File: src/rtl/axis_gain_ramp.sv
// AXI-Stream gain stage: per-frame gain update, 2-stage multiply/saturate pipeline, framing check.
// Define AXIS_GAIN_RAMP_EN to slew gain one LSB per frame from 0; otherwise gain loads the target directly.
module axis_gain_ramp #(
    parameter int DATA_WIDTH = 24,
    parameter int GAIN_WIDTH = 8,
    parameter int CHANNELS   = 2
) (
    input  logic                  axis_clk,
    input  logic                  axis_resetn,
    input  logic [GAIN_WIDTH-1:0] gain,
    input  logic                  mute,
    input  logic [DATA_WIDTH-1:0] s_axis_data,
    input  logic                  s_axis_valid,
    output logic                  s_axis_ready,
    input  logic                  s_axis_last,
    output logic [DATA_WIDTH-1:0] m_axis_data,
    output logic                  m_axis_valid,
    input  logic                  m_axis_ready,
    output logic                  m_axis_last,
    output logic [GAIN_WIDTH-1:0] gain_cur,
    output logic                  frame_err
);
    localparam int PW = DATA_WIDTH + GAIN_WIDTH + 1;
    localparam int CW = (CHANNELS > 1) ? $clog2(CHANNELS) : 1;
    localparam logic [CW-1:0] LAST_IDX = CW'(CHANNELS - 1);

    logic                  adv, accept, at_end, boundary;
    logic [GAIN_WIDTH-1:0] tgt;
    logic [CW-1:0]         chan_idx_q, chan_idx_d;
    logic [GAIN_WIDTH-1:0] gain_cur_q, gain_cur_d;
    logic                  frame_err_q, frame_err_d;
    logic                  s1_vld_q, s1_last_q;
    logic signed [PW-1:0]  s1_prod_q, prod_d, shifted;
    logic [PW-DATA_WIDTH:0] hi;
    logic [DATA_WIDTH-1:0] sat_d, m_data_q;
    logic                  m_valid_q, m_last_q;

    always_comb begin
        tgt         = mute ? '0 : gain;
        adv         = !m_valid_q || m_axis_ready;
        accept      = s_axis_valid && adv;
        at_end      = (chan_idx_q == LAST_IDX);
        boundary    = accept && s_axis_last;
        chan_idx_d  = chan_idx_q;
        frame_err_d = frame_err_q;
        gain_cur_d  = gain_cur_q;
        if (accept) begin
            if (s_axis_last != at_end) frame_err_d = 1'b1;
            // An early last resyncs the frame; a missing last just wraps.
            chan_idx_d = (s_axis_last || at_end) ? '0 : chan_idx_q + CW'(1);
        end
        if (boundary) begin
`ifdef AXIS_GAIN_RAMP_EN
            if (gain_cur_q < tgt)      gain_cur_d = gain_cur_q + GAIN_WIDTH'(1);
            else if (gain_cur_q > tgt) gain_cur_d = gain_cur_q - GAIN_WIDTH'(1);
`else
            gain_cur_d = tgt;
`endif
        end
    end

    always_comb begin
        prod_d  = $signed({{(GAIN_WIDTH+1){s_axis_data[DATA_WIDTH-1]}}, s_axis_data})
                * $signed({{DATA_WIDTH{1'b0}}, 1'b0, gain_cur_q});
        shifted = s1_prod_q >>> (GAIN_WIDTH - 1);
        hi      = shifted[PW-1:DATA_WIDTH-1];
        // In range iff every bit above the output sign bit matches it.
        if (&hi || ~|hi)     sat_d = shifted[DATA_WIDTH-1:0];
        else if (shifted[PW-1]) sat_d = {1'b1, {(DATA_WIDTH-1){1'b0}}};
        else                 sat_d = {1'b0, {(DATA_WIDTH-1){1'b1}}};
    end

    always_ff @(posedge axis_clk) begin
        if (!axis_resetn) begin
            chan_idx_q  <= '0;
            frame_err_q <= 1'b0;
`ifdef AXIS_GAIN_RAMP_EN
            gain_cur_q  <= '0;
`else
            gain_cur_q  <= tgt;
`endif
            s1_vld_q    <= 1'b0;
            s1_last_q   <= 1'b0;
            s1_prod_q   <= '0;
            m_valid_q   <= 1'b0;
            m_data_q    <= '0;
            m_last_q    <= 1'b0;
        end else begin
            chan_idx_q  <= chan_idx_d;
            frame_err_q <= frame_err_d;
            gain_cur_q  <= gain_cur_d;
            if (adv) begin
                s1_vld_q  <= accept;
                if (accept) begin
                    s1_prod_q <= prod_d;
                    s1_last_q <= s_axis_last;
                end
                m_valid_q <= s1_vld_q;
                if (s1_vld_q) begin
                    m_data_q <= sat_d;
                    m_last_q <= s1_last_q;
                end
            end
        end
    end

    assign s_axis_ready = adv;
    assign m_axis_data  = m_data_q;
    assign m_axis_valid = m_valid_q;
    assign m_axis_last  = m_last_q;
    assign gain_cur     = gain_cur_q;
    assign frame_err    = frame_err_q;
endmodule

File: config.mk
export PLATFORM = sky130hd
export DESIGN_NAME = axis_gain_ramp
export DESIGN_NICKNAME = d
export VERILOG_FILES = /design/src/rtl/axis_gain_ramp.sv
export SDC_FILE = /design/constraint.sdc
export NUM_CORES = 1
export LEC_CHECK = 0
export CORE_MARGIN = 2
export CORE_UTILIZATION = 45
export CTS_CLUSTER_DIAMETER = 50
export DETAILED_ROUTE_END_ITERATION = 16
export PLACE_DENSITY = 0.74
export SKIP_CTS_REPAIR_TIMING = 1
export SLEW_MARGIN = 20
export SYNTH_ARGS = -nofsm -noshare
export SYNTH_HDL_FRONTEND = slang
export SYNTH_SLANG_ARGS = --single-unit
File: constraint.sdc
create_clock -name axis_clk -period 13.8 [get_ports axis_clk]
set_input_delay 1.38 -clock axis_clk [delete_from_list [all_inputs] [get_ports axis_clk]]
set_output_delay 1.38 -clock axis_clk [all_outputs]
set_load 0.02 [all_outputs]
Word level (Yosys, flattened, before mapping)
Index checks and enable logic that the tools add are counted.

storage, ports and cells
  bits in registers = 71
  bits of input ports = 38
  output and inout port bits = 36
  logic and storage cells = 31

operators by class
  $add $sub $neg = 1
  $mul = 1
  equal/unequal tests = 2
  multiplexer cells = 6
  reductions and logical operators = 12

operators by type and width
  operator                                        count
  two-way mux 24 bit                              2
  multiplier 24 x 9 -> 33 bit                     1
  two-way mux 8 bit                               3
  AND reduction 2 bit                             3
  logical OR 1 bit                                3
  AND reduction 3 bit                             1
  OR reduction 3 bit                              1
  logical AND 1 bit                               2
  logical NOT 1 bit                               2
  != test 2 x 1 -> 1 bit (second input constant)  1
  adder 1 bit (second input constant)             1
  two-way mux 1 bit                               1
  != test 1 bit                                   1

Longest topological paths before layout
  depth after elaboration = 6
  depth in mapped cells = 20
  mapped depth without buffers = 18

Worst setup path before layout
OpenSTA, ideal clock, no wires.

  kind = input to register
  start point = in s_axis_data[7]
  end point = reg s1_prod_q[26]
  library setup time = 122 ps
  data arrival time = 5549 ps
  required time = 13678 ps
  slack = 8129 ps
  stages on the path = 18
  buffers on the path = 1
  path through = nand2_1 fa_1 inv_1 fa_1 inv_1 fa_1 fa_1 inv_1 ha_1 clkbuf_2 a211oi_1 o21ai_1 a221oi_2 o21ai_4 a31oi_1 nor2_1 mux2i_1 a311o_1

on the way
  word-level cells in the longest chain between the ends = 1

ends and longest elaborated chain
  item                         RTL line  source
  start, declared              12        input logic [DATA_WIDTH-1:0] s_axis_data,
  multiplier 24 x 9 -> 33 bit  64        * $signed({{DATA_WIDTH{1'b0}}, 1'b0, gain_cur_q});
  end signal, assigned         95        s1_prod_q <= prod_d;
  end, declared                33        logic signed [PW-1:0] s1_prod_q, prod_d, shifted;

Every way passes these cells.
A chain may end at the register's enable or synchronous reset.

Worst setup path after layout
Same ends and word-level chain as after synthesis.

==> flow_metrics.py <==
metrics = {
    "finish": {
        "diodes": 0,
        "nFillCells": 1830,
        "drive_gt1_share_pct": 2.16,
        "syn_to_final_growth_pct": 13.8,
        "mostFrequentLayoutCell": "inv_1",
        "final_cell_mix": "inv_1, nand2_1, fa_1",
        "layout.nets": 1358,
    },
    "sta": {
        "holdWs_ns": 0.449,
        "hold_viol": 0,
        "rsz0062_at_grt": "false",
        "slew_viol_final": 0,
        "fmax_mhz": 156,
        "max-slew-margin-rel_pct": 31.6,
        "setup_viol": 0,
        "skew_ns": 0.0114,
        "fin_crit_sh_pct": 46.6,
        "fin_ws_ns": 7.37,
        "period_minus_slack_ns": 6.43,
        "tns_ns": 0,
        "tightest_slew_ns": 1.02,
    },
    "setup_path": {
        "cp-end-kind": "flop",
        "required_ns": 14.03,
        "arrival_ns": 6.66,
        "crit_family": "adder cells",
        "cpMostUsedCell": "fa_1",
        "crit_slowest_cell": "clkdlybuf4s50_1",
        "cp.buffers_inverters": 4,
        "rr_endpoint": "s1_prod_q[26]",
        "rrSetupSlack_ns": 7.99,
        "reg2reg_from": "gain_cur[1]",
        "cp_cell_sequence": "clkdlybuf4s50_1, nand2_1, fa_1, inv_1, fa_1, inv_1, fa_1, fa_1, inv_1, ha_1, a211oi_1, o21ai_1, a221oi_2, o21ai_4, a31oi_1, nor2_1, mux2i_1, a311o_1",
        "critical_path.max_fanout": 8,
        "crit_path_start_kind": "input port",
        "crit_type": "in -> reg",
        "reg2reg_depth": 17,
        "slowest_delay_ns": 0.64,
    },
    "hold_path": {
        "hold_depth": 2,
        "hp-class": "reg -> reg",
        "hold_path_end": "m_axis_data[2]",
        "hold_start": "m_axis_data[2]",
    },
    "clock_network": {
        "cts.clk_slew.worst_paths_ns": 0.06,
        "root_buffer": "clkbuf_16",
        "tritoncts": "built",
        "insertion_delay_ns": 0.35,
        "htreeDepth": 3,
        "cts_buffers": 9,
        "cts_buffer_depth": 2,
        "clock_sinks": 64,
    },
    "global_routing": {
        "grt_pass1_wl_um": 35200,
        "grt_antenna_before_repair": 0,
        "grt_pass1_vias": 7216,
        "grt_max_degree": 46,
        "grt_overflow": 0,
        "grtUsageTotal_pct": 20.0,
    },
    "synth": {
        "avgSynthCellArea_um2": 8.50,
        "ys_seq_elements": 64,
        "synth-main-ff-cell": "dfxtp_1",
        "synth.area.top_cells": "fa_1, dfxtp_1, inv_1",
        "synth.distinct_cells": 53,
        "ys_seq_area_share_pct": 15.0,
        "syn_area_um2": 9050,
        "yosysTopAreaCellShare_pct": 33.0,
        "ys_async_sr_fraction_pct": 0,
        "yosysWarningCount": 0,
        "yosysTopAreaCell": "fa_1",
        "syn_nets": 1314,
        "synth-edff-count": 8,
        "netlist_instances": 1064,
    },
    "detailed_routing": {
        "num_vias": 7056,
        "drt_pass1_iterations": 5,
        "drt-initial-drc-count": 459,
        "routed_wl_um": 20100,
        "vias_per_cell": 5.12,
        "remaining_drc_errors": 0,
        "postRouteAntennaNets": 0,
        "wl_per_cell_um": 14.6,
    },
    "floorplanning": {
        "core_um2": 19600,
        "floorplan.initialDensity_pct": 46.2,
        "die_w_um": 146,
        "die_area_um2": 21300,
        "boundaryPins": 74,
        "die_h_um": 146,
        "rows": 51,
    },
    "place": {
        "post-dp-hpwl_um": 15800,
        "place_congestion": 0.855,
        "port_buffers": 73,
        "dp_slack_ns": 7.06,
    },
    "power": {
        "leakage_nw": 4.92,
        "power-per-cell-area_nw_per_um2": 160,
        "total_power_mw": 1.65,
        "ir_drop_mv": 0.0793,
    },
    "outcome": {
        "outcome": "complete, no violations",
    },
    "job": {
        "cap_viol_max_count": 0,
    },
}
power by group:
group	switching (mW)	total, mW	internal (mW)
logic	0.666	1.13	0.466
registers	0.0347	0.263	0.228
clock network	0.0924	0.253	0.160
total	0.793	1.65	0.855
sequential cells by signal (all words and copies together), names as in the netlist:
signal	count
s1_last_q	1
gain_cur	8
s1_vld_q	1
at_end	1
frame_err	1
m_axis_valid	1
s1_prod_q	26
m_axis_last	1
m_axis_data	24
cell usage after synthesis, drive strengths merged, types with 2 or more instances:
master,count
edfxtp,8
xnor2,14
nand4,11
fa,149
a211oi,9
o211a,2
or4,3
o211ai,21
and2,104
xor2,13
and3,7
o21ai,29
dfxtp,56
buf,4
nor2,26
nor2b,12
a21oi,64
nor3,8
inv,213
a21o,10
clkbuf,39
o21bai,4
nand2,152
nand3,15
a2111oi,2
a31oi,2
mux2i,3
a221oi,2
o2111ai,3
ha,63
per-stage QoR:
| step | instance area, um^2 | utilization [%] | instances |
|---|---|---|---|
| floorplan | 9050 | - | 1064 |
| global placement | 9970 | 50.9 | 1362 |
| detailed placement | 9970 | 50.9 | 1362 |
| CTS | 10300 | 52.6 | 1378 |
| global route | 10300 | 52.6 | 1378 |
| finish | 10300 | 52.6 | 1378 |
cell families (layout without fill, tap and decap cells):
group | count (synthesis) | after routing | share of synthesized area, %
buffers and inverters | 257 | 306 | 10.7
DFF | 64 | 64 | 15.0
xor gates and xnor gates | 27 | 27 | 2.61
AOI/OAI and AO/OA | 156 | 156 | 10.9
adders and majority gates | 212 | 212 | 41.7
and+or+nand+nor | 345 | 345 | 18.8
muxes | 3 | 3 | 0.332
worst max-delay path by stage:
stage / start / to / slack, ns / depth (start not counted)
2_1_floorplan: s_axis_data[7] / s1_prod_q[26] / 8.13 / 18
3_3_place_gp: s_axis_data[7] / s1_prod_q[26] / 7.15 / 18
3_5_place_dp: s_axis_data[7] / s1_prod_q[26] / 7.06 / 18
4_1_cts: s_axis_data[7] / s1_prod_q[26] / 7.41 / 18
5_1_grt: s_axis_data[13] / s1_prod_q[26] / 7.08 / 18
6_report: s_axis_data[7] / s1_prod_q[26] / 7.37 / 18
routing by layer:
layer  part of all wire [%]  routed length, um  GRT usage, %  vias to the layer above
met5                      0                  0             0                        -
li1                       -                  -             -                     3405
met1                     49               9820          28.8                     3469
met2                     45               9090          31.6                      165
met4                    1.2                242          5.10                        0
met3                    4.8                969          3.23                       17
worst reg2reg max path, delay by kind of cell, from the launching register on:
family	cells	cell delay, ns
buf+inv	3	0.15
compound gates	6	1.65
fa+ha+maj	5	2.43
mux	1	0.14
simple gates	2	0.33
flops	1	1.02
layout make-up:
class	instances	area [um^2]	share of cell area (%)
clock inverter	7	105	1.02
sequential	64	1360	13.2
tap	265	332	3.22
multi-input combinational	743	6720	65.2
timing repair buffer	76	753	7.31
inverter	214	803	7.80
clock buffer	9	225	2.19
(Power assumes the default switching activity.)
